==> src/rtl/max_reduce_pipe.sv <==
// max_reduce_pipe: pipelined binary max tree feeding a per-sequence running maximum.
// Optional argmax tracking (lane, beat) is enabled by defining MAX_REDUCE_ARGMAX_EN.
module max_reduce_pipe #(
  parameter int DATA_WIDTH    = 16,
  parameter int N_IN          = 64,
  parameter int LVL_PER_STAGE = 3,
  parameter int BEAT_W        = 8
) (
  input  logic                       clk,
  input  logic                       rst_n,
  input  logic                       in_valid,
  input  logic                       in_first,
  input  logic                       in_last,
  input  logic [DATA_WIDTH*N_IN-1:0] in_data,
  output logic                       out_valid,
  output logic [DATA_WIDTH-1:0]      out_max,
  output logic [$clog2(N_IN)-1:0]    out_lane,
  output logic [BEAT_W-1:0]          out_beat
);

  localparam int LANE_W = $clog2(N_IN);
  localparam int L      = LANE_W;
  localparam int NODES  = 2 * N_IN - 1;
  localparam int MSB    = DATA_WIDTH - 1;

  // Tree levels are packed back to back in one node array; level lvl starts here.
  function automatic int lvl_off(input int lvl);
    return (2 * N_IN) - ((2 * N_IN) >> lvl);
  endfunction

  function automatic logic b_wins(input logic [DATA_WIDTH-1:0] a,
                                  input logic [DATA_WIDTH-1:0] b);
    logic w;
    if (!a[MSB] && !b[MSB]) begin
      w = (b > a);
    end else if (a[MSB] && !b[MSB]) begin
      w = 1'b1;
    end else begin
      w = 1'b0;
    end
    return w;
  endfunction

  // Two negatives collapse to zero, so every value above level 0 is non-negative.
  function automatic logic [DATA_WIDTH-1:0] pick_val(input logic [DATA_WIDTH-1:0] a,
                                                     input logic [DATA_WIDTH-1:0] b);
    logic [DATA_WIDTH-1:0] r;
    if (a[MSB] && b[MSB]) begin
      r = {DATA_WIDTH{1'b0}};
    end else if (b_wins(a, b)) begin
      r = b;
    end else begin
      r = a;
    end
    return r;
  endfunction

  logic [DATA_WIDTH-1:0] node_val [NODES];
  logic                  node_v   [L+1];
  logic                  node_f   [L+1];
  logic                  node_l   [L+1];
`ifdef MAX_REDUCE_ARGMAX_EN
  logic [LANE_W-1:0]     node_lane [NODES];
`endif

  genvar gi, lv, gj;
  generate
    for (gi = 0; gi < N_IN; gi++) begin : g_leaf
      assign node_val[gi] = in_data[DATA_WIDTH*gi +: DATA_WIDTH];
`ifdef MAX_REDUCE_ARGMAX_EN
      assign node_lane[gi] = LANE_W'(gi);
`endif
    end

    for (lv = 1; lv <= L; lv++) begin : g_lvl
      localparam int CNT    = N_IN >> lv;
      localparam int PO     = lvl_off(lv - 1);
      localparam int CO     = lvl_off(lv);
      localparam bit IS_REG = ((lv % LVL_PER_STAGE) == 0) || (lv == L);

      logic [DATA_WIDTH-1:0] val_d [CNT];
`ifdef MAX_REDUCE_ARGMAX_EN
      logic [LANE_W-1:0]     lane_d [CNT];
`endif

      for (gj = 0; gj < CNT; gj++) begin : g_node
        assign val_d[gj] = pick_val(node_val[PO+2*gj], node_val[PO+2*gj+1]);
`ifdef MAX_REDUCE_ARGMAX_EN
        assign lane_d[gj] = b_wins(node_val[PO+2*gj], node_val[PO+2*gj+1]) ?
                            node_lane[PO+2*gj+1] : node_lane[PO+2*gj];
`endif
      end

      if (IS_REG) begin : g_reg
        logic [DATA_WIDTH-1:0] val_q [CNT];
        logic                  v_q;
        logic                  f_q;
        logic                  l_q;
`ifdef MAX_REDUCE_ARGMAX_EN
        logic [LANE_W-1:0]     lane_q [CNT];
`endif

        // Pipeline register closing this group of tree levels.
        always_ff @(posedge clk or negedge rst_n) begin
          if (!rst_n) begin
            for (int k = 0; k < CNT; k++) begin
              val_q[k] <= {DATA_WIDTH{1'b0}};
`ifdef MAX_REDUCE_ARGMAX_EN
              lane_q[k] <= {LANE_W{1'b0}};
`endif
            end
            v_q <= 1'b0;
            f_q <= 1'b0;
            l_q <= 1'b0;
          end else begin
            val_q <= val_d;
`ifdef MAX_REDUCE_ARGMAX_EN
            lane_q <= lane_d;
`endif
            v_q <= node_v[lv-1];
            f_q <= node_f[lv-1];
            l_q <= node_l[lv-1];
          end
        end

        for (gj = 0; gj < CNT; gj++) begin : g_out
          assign node_val[CO+gj] = val_q[gj];
`ifdef MAX_REDUCE_ARGMAX_EN
          assign node_lane[CO+gj] = lane_q[gj];
`endif
        end
        assign node_v[lv] = v_q;
        assign node_f[lv] = f_q;
        assign node_l[lv] = l_q;
      end else begin : g_comb
        for (gj = 0; gj < CNT; gj++) begin : g_out
          assign node_val[CO+gj] = val_d[gj];
`ifdef MAX_REDUCE_ARGMAX_EN
          assign node_lane[CO+gj] = lane_d[gj];
`endif
        end
        assign node_v[lv] = node_v[lv-1];
        assign node_f[lv] = node_f[lv-1];
        assign node_l[lv] = node_l[lv-1];
      end
    end
  endgenerate

  assign node_v[0] = in_valid;
  assign node_f[0] = in_first;
  assign node_l[0] = in_last;

  logic [DATA_WIDTH-1:0] top_val;
  logic                  top_v;
  logic                  top_f;
  logic                  top_l;
  logic                  top_wins;
  assign top_val = node_val[NODES-1];
  assign top_v   = node_v[L];
  assign top_f   = node_f[L];
  assign top_l   = node_l[L];

  logic [DATA_WIDTH-1:0] acc_max_q, acc_max_d;
  logic                  done_q, done_d;
`ifdef MAX_REDUCE_ARGMAX_EN
  logic [LANE_W-1:0]     top_lane;
  logic [LANE_W-1:0]     acc_lane_q, acc_lane_d;
  logic [BEAT_W-1:0]     acc_beat_q, acc_beat_d;
  logic [BEAT_W-1:0]     cnt_q, cnt_d;
  assign top_lane = node_lane[NODES-1];
`endif

  // Accumulator is always non-negative, and a tie keeps the earlier beat.
  assign top_wins = b_wins(acc_max_q, top_val);

  // Accumulator next state: restart on first, fold otherwise, flag completion on last.
  always_comb begin
    acc_max_d = acc_max_q;
    done_d    = 1'b0;
`ifdef MAX_REDUCE_ARGMAX_EN
    acc_lane_d = acc_lane_q;
    acc_beat_d = acc_beat_q;
    cnt_d      = cnt_q;
`endif
    if (top_v) begin
      done_d = top_l;
      if (top_f) begin
        acc_max_d = top_val;
`ifdef MAX_REDUCE_ARGMAX_EN
        acc_lane_d = top_lane;
        acc_beat_d = {BEAT_W{1'b0}};
        cnt_d      = BEAT_W'(1);
`endif
      end else begin
        if (top_wins) begin
          acc_max_d = top_val;
`ifdef MAX_REDUCE_ARGMAX_EN
          acc_lane_d = top_lane;
          acc_beat_d = cnt_q;
`endif
        end else begin
          acc_max_d = acc_max_q;
        end
`ifdef MAX_REDUCE_ARGMAX_EN
        if (cnt_q != {BEAT_W{1'b1}}) begin
          cnt_d = cnt_q + BEAT_W'(1);
        end else begin
          cnt_d = cnt_q;
        end
`endif
      end
    end else begin
      done_d = 1'b0;
    end
  end

  // Accumulator state register.
  always_ff @(posedge clk or negedge rst_n) begin
    if (!rst_n) begin
      acc_max_q <= {DATA_WIDTH{1'b0}};
      done_q    <= 1'b0;
`ifdef MAX_REDUCE_ARGMAX_EN
      acc_lane_q <= {LANE_W{1'b0}};
      acc_beat_q <= {BEAT_W{1'b0}};
      cnt_q      <= {BEAT_W{1'b0}};
`endif
    end else begin
      acc_max_q <= acc_max_d;
      done_q    <= done_d;
`ifdef MAX_REDUCE_ARGMAX_EN
      acc_lane_q <= acc_lane_d;
      acc_beat_q <= acc_beat_d;
      cnt_q      <= cnt_d;
`endif
    end
  end

  logic                  out_valid_q, out_valid_d;
  logic [DATA_WIDTH-1:0] out_max_q, out_max_d;
`ifdef MAX_REDUCE_ARGMAX_EN
  logic [LANE_W-1:0]     out_lane_q, out_lane_d;
  logic [BEAT_W-1:0]     out_beat_q, out_beat_d;
`endif

  // Result holding stage: capture the completed sequence, hold until the next one.
  always_comb begin
    out_valid_d = done_q;
    out_max_d   = out_max_q;
`ifdef MAX_REDUCE_ARGMAX_EN
    out_lane_d  = out_lane_q;
    out_beat_d  = out_beat_q;
`endif
    if (done_q) begin
      out_max_d = acc_max_q;
`ifdef MAX_REDUCE_ARGMAX_EN
      out_lane_d = acc_lane_q;
      out_beat_d = acc_beat_q;
`endif
    end else begin
      out_max_d = out_max_q;
    end
  end

  // Output registers.
  always_ff @(posedge clk or negedge rst_n) begin
    if (!rst_n) begin
      out_valid_q <= 1'b0;
      out_max_q   <= {DATA_WIDTH{1'b0}};
`ifdef MAX_REDUCE_ARGMAX_EN
      out_lane_q  <= {LANE_W{1'b0}};
      out_beat_q  <= {BEAT_W{1'b0}};
`endif
    end else begin
      out_valid_q <= out_valid_d;
      out_max_q   <= out_max_d;
`ifdef MAX_REDUCE_ARGMAX_EN
      out_lane_q  <= out_lane_d;
      out_beat_q  <= out_beat_d;
`endif
    end
  end

  assign out_valid = out_valid_q;
  assign out_max   = out_max_q;
`ifdef MAX_REDUCE_ARGMAX_EN
  assign out_lane  = out_lane_q;
  assign out_beat  = out_beat_q;
`else
  assign out_lane  = {LANE_W{1'b0}};
  assign out_beat  = {BEAT_W{1'b0}};
`endif

endmodule

==> config.mk <==
export PLATFORM = sky130hd
export DESIGN_NAME = max_reduce_pipe
export DESIGN_NICKNAME = d
export VERILOG_FILES = /design/src/rtl/max_reduce_pipe.sv
export SDC_FILE = /design/constraint.sdc
export NUM_CORES = 2
export LEC_CHECK = 0
export CAP_MARGIN = 20
export CELL_PAD_IN_SITES_DETAIL_PLACEMENT = 1
export CELL_PAD_IN_SITES_GLOBAL_PLACEMENT = 2
export CORE_AREA = 2 2 410 412
export DETAILED_ROUTE_END_ITERATION = 10
export DIE_AREA = 0 0 412 414
export PLACE_DENSITY_LB_ADDON = 0.1
export SKIP_CTS_REPAIR_TIMING = 1
export SLEW_MARGIN = 10
export SYNTH_ARGS = -nofsm -noshare
export SYNTH_HDL_FRONTEND = slang
export SYNTH_SLANG_ARGS = --single-unit
==> constraint.sdc <==
create_clock -name clk -period 19.2 [get_ports clk]
set_clock_uncertainty 0.15 [all_clocks]
set_input_delay 5.76 -clock clk [delete_from_list [all_inputs] [get_ports clk]]
set_output_delay 5.76 -clock clk [all_outputs]
set_load 0.02 [all_outputs]
-- Yosys cells after proc, flatten, opt, wreduce, memory -nomap -nowiden
Index checks and enable logic that the tools add are counted.
- register bits after elaboration: 184
- latch bits: 0
- memory bits (writable): 0
- bits in read-only memories: 0
- bits of input ports: 1029
- output and inout port bits: 31
- word-level logic and storage cells: 724
- memories: 0
- add/subtract/negate cells: 0
- multiply operators: 0
- divide/modulo/power cells: 0
- order comparisons: 64
- eq/ne operators: 0
- shifts and indexed selects: 0
- multiplexer cells: 320
- bitwise logic cells: 0
- reductions and logical operators: 321
- operators with widths (operator ; count):
    2-to-1 mux 16 bit ; 128
    greater-than comparator 16 bit ; 64
    2-to-1 mux 1 bit ; 192
    logical AND 1 bit ; 191
    zero test 1 bit ; 128
    AND reduction 2 bit ; 1
    nonzero test 2 bit ; 1

-- Longest topological paths before layout
- depth in word-level cells: 21
- gate-level depth with buffers: 30
- gate-level depth less buffers: 25

-- Least setup slack after synthesis
No wires, ideal clock.
- path type: in2reg
- start: input port in_data[263]
- end: register g_lvl[3].g_reg.val_q[91] (netlist bit)
- library setup time: 137 ps
- data arrival time: 11736 ps
- data required time: 18913 ps
- setup slack: 7177 ps
- stages: 28
- path buffers: 5
- cell sequence: inv_1 -> ha_1 -> a21oi_1 -> o21ai_0 -> a2111oi_0 -> a31oi_2 -> buf_4 -> mux2i_1 -> or2_2 -> ha_1 -> nand3_1 -> nor4_1 -> a21boi_0 -> nor4bb_1 -> nor2_1 -> clkbuf_1 -> clkbuf_1 -> nand2_1 -> a21o_1 -> ha_1 -> nand3_1 -> or4_1 -> or4_4 -> and3_1 -> buf_2 -> buf_2 -> nand3b_1 -> o2111ai_1
- RTL lines (what ; line ; text):
    start, declared ; 14 ; input logic [DATA_WIDTH*N_IN-1:0] in_data,
    end signal, assigned by index ; 107 ; val_q[k] <= {DATA_WIDTH{1'b0}};
    end signal, assigned ; 116 ; val_q <= val_d;
    end, declared ; 95 ; logic [DATA_WIDTH-1:0] val_q [CNT];

==> impl_metrics.toml <==
[run_status]
status = "finished clean"

[layout]
register_area_um2 = 4600
final_layout_size_suffix_gt1_share_pct = 5.07
multi_input_area_um2 = 42700
syn2layout_area_growth_pct = 25.6
fin_nets = 9731
nFillCells = 20131

[global_route]
overflow = 0
first_global_vias = 55359
grt_first_pass_wirelength_um = 340000
grt_max_degree = 68
grt_usage_pct = 25.6
antenna_found_initial = 43

[sta]
setup_tns_ps = 0
rsz0062_at_grt = "no"
min_period_ps = 13770
max_freq_mhz = 72.6
finalCritPeriodShare_pct = 71.7
setup_viol = 0
maxSlewViolCount = 0
finalWorstSetupSlack_ps = 5430
hold_viol_final = 0
worstMarginPinSlew_ps = 1080
max-slew-margin-rel_pct = 27.5

[yosys]
synth-simple-area-share_pct = 21.5
synth_compound_area_share_pct = 21.8
yosysSeqAreaShare_pct = 8.95
synthAdderAreaFrac_pct = 30.0
synth_area_um2 = 51400
synthFlopType = "dfrtp_1"
netlist_top_cells_count = "ha_1 (1233), inv_1 (806), nor2_1 (488), mux2i_1 (428), a21oi_1 (415)"
yosys.area.top_type = "ha_1"
synth_xor_area_share_pct = 0
synth_cells = 6624
synthArstFlopShare_pct = 100
synth_area_per_cell_um2 = 7.76
synth_edf_count = 0
yosys_warnings = 0
ys_ff_latch = 184
synth_top_family_by_area = "adder cells"
synth.top_cell.area_share_pct = 30.0
yosysUniqueCellTypes = 90
ys_top_cells_by_area = "ha_1 (30%), dfrtp_1 (9.0%), mux2i_1 (8.3%)"
yosys.cell_count.top_type = "ha_1"
synthMuxAreaShare_pct = 9.36

[route]
vias = 52855
drc = 0
drt_first_iter_violations = 2622
viasPerCell = 5.45
first_pass_iters = 8
wirelength_um = 226000
wl_per_cell_um = 23.3
ant_nets = 0

[setup_path]
worst_setup_path_end_kind = "register"
startpoint_type = "input port"
setup.worst_path.end = "g_lvl[3].g_reg.val_q[85]"
rr_startpoint = "g_lvl[3].g_reg.val_q[79]"
required_ps = 19450
reg2reg_slack_ps = 11080
arrival_ps = 14020
crit_path_start = "in_data[319]"
reg2reg_to = "g_lvl[6].g_reg.val_q[12]"
cp_max_fo = 45
reg2regPathDepth = 24
path_class = "in2reg"

[power]
ir_worst_vdd_mv = 0.0915
leakage_nw = 30.8
powerDensity_nw_per_um2 = 66.6

[cts]
path_clk_slew_ps = 70
clock_latency_ps = 520
cts_tree = "done"
cts_root_buf = "clkbuf_16"
cts.sinks = 184
htree_levels = 4
cts_buffer_depth = 2
cts_buffers = 17

[job]
maxCapViolCount = 0

[worst_hold_path]
min_path_type = "reg2reg"

[floorplan]
dieArea_um2 = 171000
num_io_pins = 1060
fp-row-count = 150
initial_core_util_pct = 30.9
coreArea_um2 = 166000
die_h_um = 414
dieWidth_um = 412

[place]
dp_slack_ps = 4740
hpwl_um = 199000
port_buffers = 1045
gp_congestion = 0.902
## per-stage QoR
stage | power, mW | std cells | hold slack, ps | utilization (%) | area, µm²
global route | 4.71 | 9699 | 222 | 38.8 | 64600
detailed placement | 3.93 | 9640 | 186 | 38.4 | 63900
finish | 4.30 | 9700 | 208 | 38.8 | 64600
global placement | 3.85 | 9638 | 188 | 38.4 | 63800
floorplan | 2.71 | 6646 | 181 | - | 51500
CTS | 4.32 | 9672 | 212 | 38.8 | 64400
## layout make-up
type | instances | share of cell area, %
Multi-Input combinational cell | 5355 | 66.1
Timing Repair Buffer | 1104 | 16.9
Sequential cell | 184 | 7.13
Inverter | 807 | 4.69
Tap cell | 2204 | 4.27
Clock buffer | 18 | 0.680
Clock inverter | 14 | 0.205
Antenna cell | 14 | 0.0542
## state kept, by name (all words and copies together), names as in the netlist
name,count
g_lvl.g_reg.f_q,2
g_lvl.g_reg.val_q,144
g_lvl.g_reg.l_q,2
acc_max_q,16
out_max,16
done_q,1
out_valid,1
g_lvl.g_reg.v_q,2
## logic make-up (layout without fill, tap and decap cells)
| kind of cell | after synthesis | after routing |
|---|---|---|
| AND/OR/NAND/NOR | 2025 | 2025 |
| other | 1 | 37 |
| buffers and inverters | 1107 | 1943 |
| adder cells (fa/ha/maj) | 1233 | 1233 |
| multiplexers | 475 | 475 |
| AO/OA/AOI/OAI | 1599 | 1599 |
| flip-flops | 184 | 184 |
## worst min-delay path by stage
| stage | start | to | slack [ps] | cells after the start |
|---|---|---|---|---|
| CTS | g_lvl[3].g_reg.l_q | g_lvl[6].g_reg.l_q | 210 | 0 |
| finish | g_lvl[3].g_reg.l_q | g_lvl[6].g_reg.l_q | 210 | 0 |
| detailed placement | g_lvl[3].g_reg.l_q | g_lvl[6].g_reg.l_q | 190 | 0 |
| global placement | g_lvl[3].g_reg.f_q | g_lvl[6].g_reg.f_q | 190 | 0 |
| floorplan | g_lvl[3].g_reg.f_q | g_lvl[6].g_reg.f_q | 180 | 0 |
| global route | g_lvl[3].g_reg.l_q | g_lvl[6].g_reg.l_q | 220 | 0 |
## metal layers
layer  wire [µm]  vias up  global-route usage [%]
met5         307        -                       0
met4        3700       46                    4.71
met3        8880      213                    3.45
met2      113000     1004                    46.3
met1      101000    25802                    32.3
li1            -    25790                       -
## critical path, cell delays in order
cell	delay, ps
clkdlybuf4s50_1	550
inv_1	90
ha_1	290
nand4b_1	240
nor4_1	450
a21boi_0	240
o31a_1	790
mux2i_1	500
ha_1	320
a21o_1	160
a21oi_1	130
o21ai_0	90
nor4bb_1	520
nor2_2	80
buf_4	280
or3_1	400
a21o_1	190
ha_1	290
nand3_1	90
or4_1	550
or4_4	540
a21oi_2	680
o21ai_2	420
o2111ai_1	340
## power breakdown
| part | internal, mW | switching [mW] |
|---|---|---|
| Sequential | 0.552 | 0.143 |
| Clock | 0.175 | 0.193 |
| Combinational | 1.35 | 1.89 |
| Total | 2.08 | 2.22 |
## layout by cell type (no fill, tap or decap), drive strengths merged, types with 54 or more instances in the layout
cell | netlist | final
a2111oi | 64 | 64
a211oi | 63 | 63
a21o | 113 | 113
a21oi | 417 | 417
buf | 76 | 57
clkdlybuf4s50 | 0 | 1044
dfrtp | 184 | 184
ha | 1233 | 1233
inv | 807 | 814
mux2i | 428 | 428
nand2 | 226 | 226
nand2b | 276 | 276
nand3 | 161 | 161
nand4 | 133 | 133
nor2 | 488 | 488
nor2b | 157 | 157
o2111ai | 63 | 63
o211ai | 73 | 73
o21ai | 195 | 195
o221ai | 54 | 54
o22a | 105 | 105
o22ai | 66 | 66
or2 | 203 | 203
Power figures use the tool's default switching activity.
